## src/rtl/stopwatch_pkg.sv

```systemverilog
// -----------------------------------------------------------------------------
// stopwatch_pkg
//   Shared definitions for the stopwatch counting core.
//   - sw_state_e : control state (IDLE, RUN, LAP, PAUSE), 2-bit encoding
//   - DEF_*      : default timing / range constants
//   - COUNT_W / NUMBER_W : internal count width and display bus width
//   - to_number(): zero-extends a count value onto the display bus
//   - is_counting(): true in the states where time advances
// -----------------------------------------------------------------------------
package stopwatch_pkg;

  typedef enum logic [1:0] {
    ST_IDLE  = 2'd0,
    ST_RUN   = 2'd1,
    ST_LAP   = 2'd2,
    ST_PAUSE = 2'd3
  } sw_state_e;

  localparam int DEF_TICKS_PER_COUNT = 10;
  localparam int DEF_MAX_COUNT       = 9999;
  localparam int DEF_DEBOUNCE_MS     = 20;

  localparam int COUNT_W  = 14;
  localparam int NUMBER_W = 16;

  function automatic logic [NUMBER_W-1:0] to_number(input logic [COUNT_W-1:0] v);
    return {{(NUMBER_W-COUNT_W){1'b0}}, v};
  endfunction

  function automatic logic is_counting(input sw_state_e s);
    return (s == ST_RUN) || (s == ST_LAP);
  endfunction

endpackage

```

## src/rtl/btn_debounce.sv

```systemverilog
// -----------------------------------------------------------------------------
// btn_debounce
//   Two-flop synchroniser followed by a stability counter. The accepted level
//   only moves after DEBOUNCE_MS consecutive synchronised samples disagree with
//   it; any sample that agrees restarts the count. A 0->1 change of the
//   accepted level produces a single-cycle registered press pulse, which is
//   high during the cycle after the level rises. Releases produce no pulse.
//
//   Ports:
//     ms_clock : 1 kHz clock, rising edge
//     rst_n    : asynchronous active-low reset
//     raw      : raw button level, asynchronous to ms_clock
//     press    : one-cycle press pulse
// -----------------------------------------------------------------------------
module btn_debounce
  import stopwatch_pkg::*;
#(
  parameter int DEBOUNCE_MS = DEF_DEBOUNCE_MS
) (
  input  logic ms_clock,
  input  logic rst_n,
  input  logic raw,
  output logic press
);

  localparam int CNT_W = (DEBOUNCE_MS > 1) ? $clog2(DEBOUNCE_MS) : 1;
  localparam logic [CNT_W-1:0] CNT_LAST = CNT_W'(DEBOUNCE_MS - 1);

  logic [1:0]       sync_q;
  logic             level;
  logic [CNT_W-1:0] stable_cnt;
  logic             sampled;

  assign sampled = sync_q[1];

  always_ff @(posedge ms_clock or negedge rst_n) begin
    if (!rst_n) begin
      sync_q     <= 2'b00;
      level      <= 1'b0;
      stable_cnt <= '0;
      press      <= 1'b0;
    end else begin
      sync_q <= {sync_q[0], raw};
      press  <= 1'b0;
      if (sampled != level) begin
        // This sample is the DEBOUNCE_MS-th disagreeing one in a row: accept.
        if (stable_cnt == CNT_LAST) begin
          level      <= sampled;
          stable_cnt <= '0;
          press      <= sampled;
        end else begin
          stable_cnt <= stable_cnt + CNT_W'(1);
        end
      end else begin
        stable_cnt <= '0;
      end
    end
  end

endmodule

```

## src/rtl/stopwatch_ctl.sv

```systemverilog
// -----------------------------------------------------------------------------
// stopwatch_ctl
//   Stopwatch counting core feeding the 4-digit display controller. Debounces
//   three buttons and runs the IDLE/RUN/LAP/PAUSE control state machine, a
//   prescaler and the count/hold registers. `number` is registered and shows
//   hold while in LAP, the live count otherwise.
//
//   Parameters:
//     TICKS_PER_COUNT : ms_clock cycles per count increment
//     MAX_COUNT       : largest count value
//     DEBOUNCE_MS     : consecutive samples needed to accept a button level
//     WRAP            : 1 = wrap to 0 at MAX_COUNT, 0 = saturate and pause
//
//   Ports:
//     ms_clock       : 1 kHz clock, rising edge
//     rst_n          : asynchronous active-low reset; deassertion is expected
//                      to be aligned to ms_clock by the reset source
//     btn_start_stop : raw start/stop button, active-high
//     btn_lap        : raw lap button, active-high
//     btn_clear      : raw clear button, active-high
//     number         : value to display, 0..MAX_COUNT
//     running        : high in RUN or LAP
//     overflow       : sticky, set when the count saturates
//     dbg_state      : current control state, for observation only
// -----------------------------------------------------------------------------
module stopwatch_ctl
  import stopwatch_pkg::*;
#(
  parameter int TICKS_PER_COUNT = DEF_TICKS_PER_COUNT,
  parameter int MAX_COUNT       = DEF_MAX_COUNT,
  parameter int DEBOUNCE_MS     = DEF_DEBOUNCE_MS,
  parameter bit WRAP            = 1'b0
) (
  input  logic                ms_clock,
  input  logic                rst_n,
  input  logic                btn_start_stop,
  input  logic                btn_lap,
  input  logic                btn_clear,
  output logic [NUMBER_W-1:0] number,
  output logic                running,
  output logic                overflow,
  output sw_state_e           dbg_state
);

  localparam int PRE_W = (TICKS_PER_COUNT > 1) ? $clog2(TICKS_PER_COUNT) : 1;
  localparam logic [PRE_W-1:0]   PRE_LAST = PRE_W'(TICKS_PER_COUNT - 1);
  localparam logic [COUNT_W-1:0] MAX_C    = COUNT_W'(MAX_COUNT);

  // Press pulses
  logic start_stop_p;
  logic lap_p;
  logic clear_p;

  btn_debounce #(.DEBOUNCE_MS(DEBOUNCE_MS)) u_db_start_stop (
    .ms_clock (ms_clock),
    .rst_n    (rst_n),
    .raw      (btn_start_stop),
    .press    (start_stop_p)
  );

  btn_debounce #(.DEBOUNCE_MS(DEBOUNCE_MS)) u_db_lap (
    .ms_clock (ms_clock),
    .rst_n    (rst_n),
    .raw      (btn_lap),
    .press    (lap_p)
  );

  btn_debounce #(.DEBOUNCE_MS(DEBOUNCE_MS)) u_db_clear (
    .ms_clock (ms_clock),
    .rst_n    (rst_n),
    .raw      (btn_clear),
    .press    (clear_p)
  );

  sw_state_e          state;
  logic [PRE_W-1:0]   prescale;
  logic [COUNT_W-1:0] count;
  logic [COUNT_W-1:0] hold;

  logic               counting;
  logic               tick;
  logic               at_max;
  logic               saturate;
  logic [COUNT_W-1:0] count_inc;

  assign dbg_state = state;

  // Count value after this edge's prescaler tick, independent of buttons.
  always_comb begin
    counting  = is_counting(state);
    tick      = counting && (prescale == PRE_LAST);
    at_max    = (count >= MAX_C);
    saturate  = tick && at_max && !WRAP;
    count_inc = count;
    if (tick) begin
      if (!at_max) begin
        count_inc = count + COUNT_W'(1);
      end else if (WRAP) begin
        count_inc = '0;
      end
    end
  end

  // Control FSM with registered outputs. Button priority inside each state is
  // start_stop, then lap, then clear; pulses that lose are simply dropped.
  always_ff @(posedge ms_clock or negedge rst_n) begin
    if (!rst_n) begin
      state    <= ST_IDLE;
      prescale <= '0;
      count    <= '0;
      hold     <= '0;
      number   <= '0;
      running  <= 1'b0;
      overflow <= 1'b0;
    end else begin
      if (counting) begin
        prescale <= tick ? '0 : prescale + PRE_W'(1);
      end

      if (saturate) begin
        // Saturation overrides any button pulse seen on the same edge.
        state    <= ST_PAUSE;
        running  <= 1'b0;
        overflow <= 1'b1;
        count    <= count_inc;
        number   <= to_number(count_inc);
      end else begin
        case (state)
          ST_IDLE: begin
            if (start_stop_p) begin
              state   <= ST_RUN;
              running <= 1'b1;
            end
          end

          ST_RUN: begin
            count <= count_inc;
            if (start_stop_p) begin
              state   <= ST_PAUSE;
              running <= 1'b0;
              number  <= to_number(count_inc);
            end else if (lap_p) begin
              // Freeze the value the display is currently showing.
              state  <= ST_LAP;
              hold   <= count;
              number <= to_number(count);
            end else begin
              number <= to_number(count_inc);
            end
          end

          ST_LAP: begin
            count <= count_inc;
            if (start_stop_p) begin
              state   <= ST_PAUSE;
              running <= 1'b0;
              number  <= to_number(count_inc);
            end else if (lap_p) begin
              state  <= ST_RUN;
              number <= to_number(count_inc);
            end else begin
              number <= to_number(hold);
            end
          end

          ST_PAUSE: begin
            if (start_stop_p) begin
              state   <= ST_RUN;
              running <= 1'b1;
            end else if (clear_p) begin
              state    <= ST_IDLE;
              count    <= '0;
              prescale <= '0;
              overflow <= 1'b0;
              number   <= '0;
            end
          end

          default: begin
            state   <= ST_IDLE;
            running <= 1'b0;
          end
        endcase
      end
    end
  end

endmodule

```

## config.mk

```make
export PLATFORM = sky130hd
export DESIGN_NAME = stopwatch_ctl
export DESIGN_NICKNAME = d
export VERILOG_FILES = /design/src/rtl/stopwatch_pkg.sv /design/src/rtl/btn_debounce.sv /design/src/rtl/stopwatch_ctl.sv
export SDC_FILE = /design/constraint.sdc
export NUM_CORES = 1
export LEC_CHECK = 0
export CORE_UTILIZATION = 32
export DETAILED_ROUTE_END_ITERATION = 12
export GPL_TIMING_DRIVEN = 0
export PLACE_DENSITY = 0.47
export SETUP_SLACK_MARGIN = 0.15
export SLEW_MARGIN = 20
export SYNTH_ARGS = -nofsm -noshare
export SYNTH_HDL_FRONTEND = slang
export SYNTH_HIERARCHICAL = 1
export SYNTH_SLANG_ARGS = --single-unit
```

## constraint.sdc

```tcl
create_clock -name ms_clock -period 7.9 [get_ports ms_clock]
set_clock_uncertainty 0.15 [all_clocks]
set_input_delay 1.58 -clock ms_clock [delete_from_list [all_inputs] [get_ports ms_clock]]
set_output_delay 1.58 -clock ms_clock [all_outputs]
set_load 0.01 [all_outputs]
```

==> tab_implementation.tex <==
\begin{tabular}{lr}
\hline
Metric & Value \\
\hline
\multicolumn{2}{l}{\textbf{Placement}} \\
\quad Post-Place Worst Slack & roughly 4.6 ns \\
\quad Number of input and output port buffers inserted & 22 \\
\quad Total half-perimeter wirelength after legalization and detailed placement & 8910 um \\
\quad Final weighted congestion in routability-driven placement & roughly 0.87 \\
\multicolumn{2}{l}{\textbf{Worst hold path}} \\
\quad Class of the most critical hold timing path & flip-flop to flip-flop \\
\quad Launch point of the worst hold path & u\_db\_lap/sync\_q[0]\$\_DFF\_PN0\_ \\
\multicolumn{2}{l}{\textbf{Synthesis}} \\
\quad Post-synthesis mux area share & 0.0538 \\
\quad Area leader, netlist & sky130\_fd\_sc\_hd\_\_dfrtp\_1 \\
\quad Xor-xnor portion of the synthesized cell area & 0.0273 \\
\quad Synth Area in Compound Gates & 0.228 \\
\quad Yosys Warn Count & 6 \\
\quad Post-synth top cells & sky130\_fd\_sc\_hd\_\_dfrtp\_1 (77), sky130\_fd\_sc\_hd\_\_nand2\_1 (36), sky130\_fd\_sc\_hd\_\_o21ai\_0 (34) \\
\quad Part of the Yosys area used for sequential elements & 0.430 \\
\quad Area contributors post-synth & sky130\_fd\_sc\_hd\_\_dfrtp\_1 (43\%), sky130\_fd\_sc\_hd\_\_o21ai\_0 (3.8\%), sky130\_fd\_sc\_hd\_\_mux2\_2 (3.5\%) \\
\quad Combinational family with the most area after synthesis & compound AO/OA/AOI/OAI gates \\
\quad Adder and majority gate portion of the synthesized area & 0.0335 \\
\quad Number of enable-type register cells in the synthesized netlist & 0 \\
\quad Main flop type after synthesis & sky130\_fd\_sc\_hd\_\_dfrtp\_1 \\
\quad Register bit count reported by yosys & just under 80 \\
\quad Number of distinct library cell variants in the gate-level netlist after synthesis & 70 \\
\quad Area share of and/or/nand/nor cells after synthesis & 0.182 \\
\quad Synth Area per Inst & between 9 and 10 um\^{}2 \\
\quad Share of synthesized flip-flops with an asynchronous set or reset & 1.00 \\
\quad Area share of the largest cell type after synthesis & 0.430 \\
\quad Post-synthesis cell area & $\sim$0.0045 mm\^{}2 \\
\quad Gate count of the mapped netlist & $\sim$470 \\
\quad Cell with the most instances after synthesis & sky130\_fd\_sc\_hd\_\_dfrtp\_1 \\
\multicolumn{2}{l}{\textbf{Clock network}} \\
\quad Total number of H-tree levels & 3 \\
\quad Number of buffers added for setup after CTS & 0 \\
\quad Clk Tree Root Cell & sky130\_fd\_sc\_hd\_\_clkbuf\_16 \\
\quad CTS tree & done \\
\quad Worst-case clock buffer depth & 2 \\
\quad Number of clock sinks & a little under 80 \\
\quad Cts repair resizes & 0 \\
\quad Clock latency reported for the late side of the worst-skew pair & around 0.34 ns \\
\quad Number of buffers created by CTS & 9 \\
\quad Post-CTS Hold Fix Bufs & 0 \\
\quad Clock-pin transition on the worst setup and hold timing paths & about 0.060 ns \\
\multicolumn{2}{l}{\textbf{STA}} \\
\quad Worst hold margin & around 0.20 ns \\
\quad Total Neg Setup Slack & 0 ns \\
\quad RSZ-0062 raised after global routing & false \\
\quad Final worst-path cycle share & 0.428 \\
\quad Setup Viol. Count Final & 0 \\
\quad Fin. Hold Viols & 0 \\
\quad F\_max & just under 0.3 GHz \\
\quad Slew at the pin with the worst max-slew slack & just over 0.9 ns \\
\quad Setup ws final & between 4 and 5 ns \\
\quad Final critical path time including I/O delays and setup & about 3.4 ns \\
\quad Normalized max-slew margin & 0.392 \\
\quad Pins over their slew limit & 0 \\
\multicolumn{2}{l}{\textbf{Worst setup path}} \\
\quad Critical register-to-register path startpoint & dbg\_state[0]\$\_DFFE\_PN0P\_ \\
\quad Delay contributed by the slowest stage of the critical path & 0.61 ns \\
\quad Worst path bufs/invs & 3 \\
\quad Type of element capturing the critical path & flip-flop \\
\quad Cell chain of the critical path & inv\_1 -> ha\_1 -> buf\_4 -> nand4b\_1 -> or4\_1 -> clkbuf\_1 -> nor3\_1 -> nand3\_1 -> a221o\_1 -> a21oi\_1 \\
\quad Top fanout value on the critical path & 9 \\
\quad Critical path startpoint category & flip-flop \\
\quad Crit path kind & flip-flop to flip-flop \\
\quad Kind of cell adding the most delay to the critical path & simple AND/OR/NAND/NOR gates \\
\quad Critical Path AT & 3.50 ns \\
\quad CP required & between 8 and 9 ns \\
\quad Standard cell with the maximum stage delay on the critical path & sky130\_fd\_sc\_hd\_\_or4\_1 \\
\quad Start point of the critical path & dbg\_state[0]\$\_DFFE\_PN0P\_ \\
\multicolumn{2}{l}{\textbf{Pwr}} \\
\quad Switching share of power & 0.391 \\
\quad Internal cell power & just under 900 uW \\
\quad Leak Pwr & roughly 0.0022 uW \\
\quad Max IR drop VDD & between 0.15 and 0.2 mV \\
\quad Fraction of power consumed by combinational cells & 0.393 \\
\quad P per Cell Area & 275 mW/mm\^{}2 \\
\quad Sequential power share & 0.344 \\
\quad Switching power summed over all nets & between 500 and 600 uW \\
\quad Clock power frac & 0.263 \\
\quad Overall power consumption & 1430 uW \\
\multicolumn{2}{l}{\textbf{Detailed routing}} \\
\quad Number of iterations in the first detailed-routing pass & 5 \\
\quad Via density & between 5 and 6 \\
\quad Via count & $\sim$3900 \\
\quad Number of nets with antenna violations after detailed routing & 0 \\
\quad First-iteration detailed-routing DRC count & 321 \\
\quad Total detailed-routing wirelength & roughly 13000 um \\
\quad Residual DRC count & 0 \\
\quad Routed wire length per instance & between 15 and 20 um \\
\multicolumn{2}{l}{\textbf{Die}} \\
\quad Area of the core region & between 0.01 and 0.015 mm\^{}2 \\
\quad Die area & about 0.014 mm\^{}2 \\
\quad Starting utilization of the core area & 0.333 \\
\quad Std-Cell Rows & 42 \\
\quad Top-level I/O count & 25 \\
\quad Width of the chip & approximately 120 um \\
\quad Vertical die dimension & around 120 um \\
\multicolumn{2}{l}{\textbf{Run}} \\
\quad Total of max-cap violations & 0 \\
\multicolumn{2}{l}{\textbf{Run status}} \\
\quad Result of the run & completed \\
\multicolumn{2}{l}{\textbf{Cells and area}} \\
\quad Number of nets at the end of the flow & 520 \\
\quad Number of antenna cells inserted & 0 \\
\quad Layout cells sized above 1 & 0.107 \\
\quad Final Core Density & 0.388 \\
\quad Fill cell total of the finished layout & around 1400 \\
\quad P\&R area growth vs syn & 16.4\% \\
\multicolumn{2}{l}{\textbf{GRT}} \\
\quad Overall fraction of global-route tracks in use & 0.189 \\
\quad Pin count of the biggest net entering global routing & 43 \\
\quad Wire length of the first global-routing pass & between 20000 and 25000 um \\
\quad Residual overflow from global routing & 0 \\
\quad Vias in the first global route & about 3800 \\
\quad Antenna violations before repair & 0 \\
\hline
\end{tabular}
[routing by layer]
layer  part of all wire  wire [um]  up-vias  global-route usage
met5                  0          0        -                   0
met2               0.47       6040      133               0.301
met3              0.066        856       23              0.0420
met1               0.45       5750     1914               0.250
li1                   -          -     1799                   -
met4              0.019        242        0              0.0710
[layout by cell type, fill, tap and decap left out, types with 11 or more instances in the layout]
master / count
sky130_fd_sc_hd__o31ai_1: 11
sky130_fd_sc_hd__a21oi_1: 29
sky130_fd_sc_hd__nand3_1: 18
sky130_fd_sc_hd__clkbuf_1: 21
sky130_fd_sc_hd__dfrtp_1: 77
sky130_fd_sc_hd__nand2_1: 36
sky130_fd_sc_hd__o21ai_0: 34
sky130_fd_sc_hd__ha_1: 12
sky130_fd_sc_hd__nor2_1: 26
sky130_fd_sc_hd__clkdlybuf4s50_1: 21
sky130_fd_sc_hd__mux2_2: 14
[final cells by class]
cell class	instances	area, um^2	share of cell area
well taps	176	220	0.0422
plain buffers	33	160	0.0307
flip-flops and latches	77	1930	0.369
multi-input cells	348	2360	0.452
repair buffers	23	245	0.0470
inverters	11	41.3	0.00791
clock buffers	11	243	0.0465
clock inverters	4	25.0	0.00479
[through the flow]
stage	std cells	instance area, um^2
floorplan	469	4490
global placement	667	4930
detailed placement	668	4950
CTS	683	5220
global route	683	5220
finish	683	5220
[path summary, 6_finish.rpt]
check | to | slack [ns] | cells after the start
setup reg to reg | number[13]$_DFFE_PN0P_ | 4.52 | 10
setup / recovery | number[13]$_DFFE_PN0P_ | 4.52 | 10
hold reg to reg | u_db_lap/sync_q[1]$_DFF_PN0_ | 0.20 | 0
min in group asynchronous | number[3]$_DFFE_PN0P_ | 1.05 | 1
max in group asynchronous | u_db_clear/stable_cnt[4]$_DFF_PN0_ | 5.96 | 2
hold / removal | u_db_lap/sync_q[1]$_DFF_PN0_ | 0.20 | 0
[cells by family (layout without fill, tap and decap cells)]
group / after synthesis / count (layout)
adder cells (fa/ha/maj): 12 / 12
AND/OR/NAND/NOR: 144 / 144
other: 1 / 2
multiplexers: 22 / 22
buffers and inverters: 44 / 82
XOR/XNOR: 14 / 14
AO/OA/AOI/OAI: 154 / 154
flip-flops: 77 / 77
[state kept, by name, summed over array words and instances (netlist names)]
| signal | count |
|---|---|
| prescale | 4 |
| u_db_start_stop/stable_cnt | 5 |
| dbg_state | 2 |
| u_db_clear/stable_cnt | 5 |
| overflow | 1 |
| u_db_clear/press | 1 |
| u_db_start_stop/sync_q | 2 |
| count | 14 |
| u_db_lap/press | 1 |
| u_db_clear/level | 1 |
| u_db_clear/sync_q | 2 |
| u_db_lap/stable_cnt | 5 |
| u_db_lap/level | 1 |
| number | 14 |
| u_db_start_stop/press | 1 |
| u_db_start_stop/level | 1 |
| hold | 14 |
| u_db_lap/sync_q | 2 |
| running | 1 |
[power by group through the flow]
stage | Sequential [uW] | Clock, uW | Combinational [uW]
2_1_floorplan | 502 | 0 | 340
3_3_place_gp | 498 | 0 | 555
3_5_place_dp | 500 | 0 | 557
4_1_cts | 494 | 394 | 560
5_1_grt | 502 | 405 | 618
6_report | 494 | 378 | 563
Power figures use the tool's default switching activity.
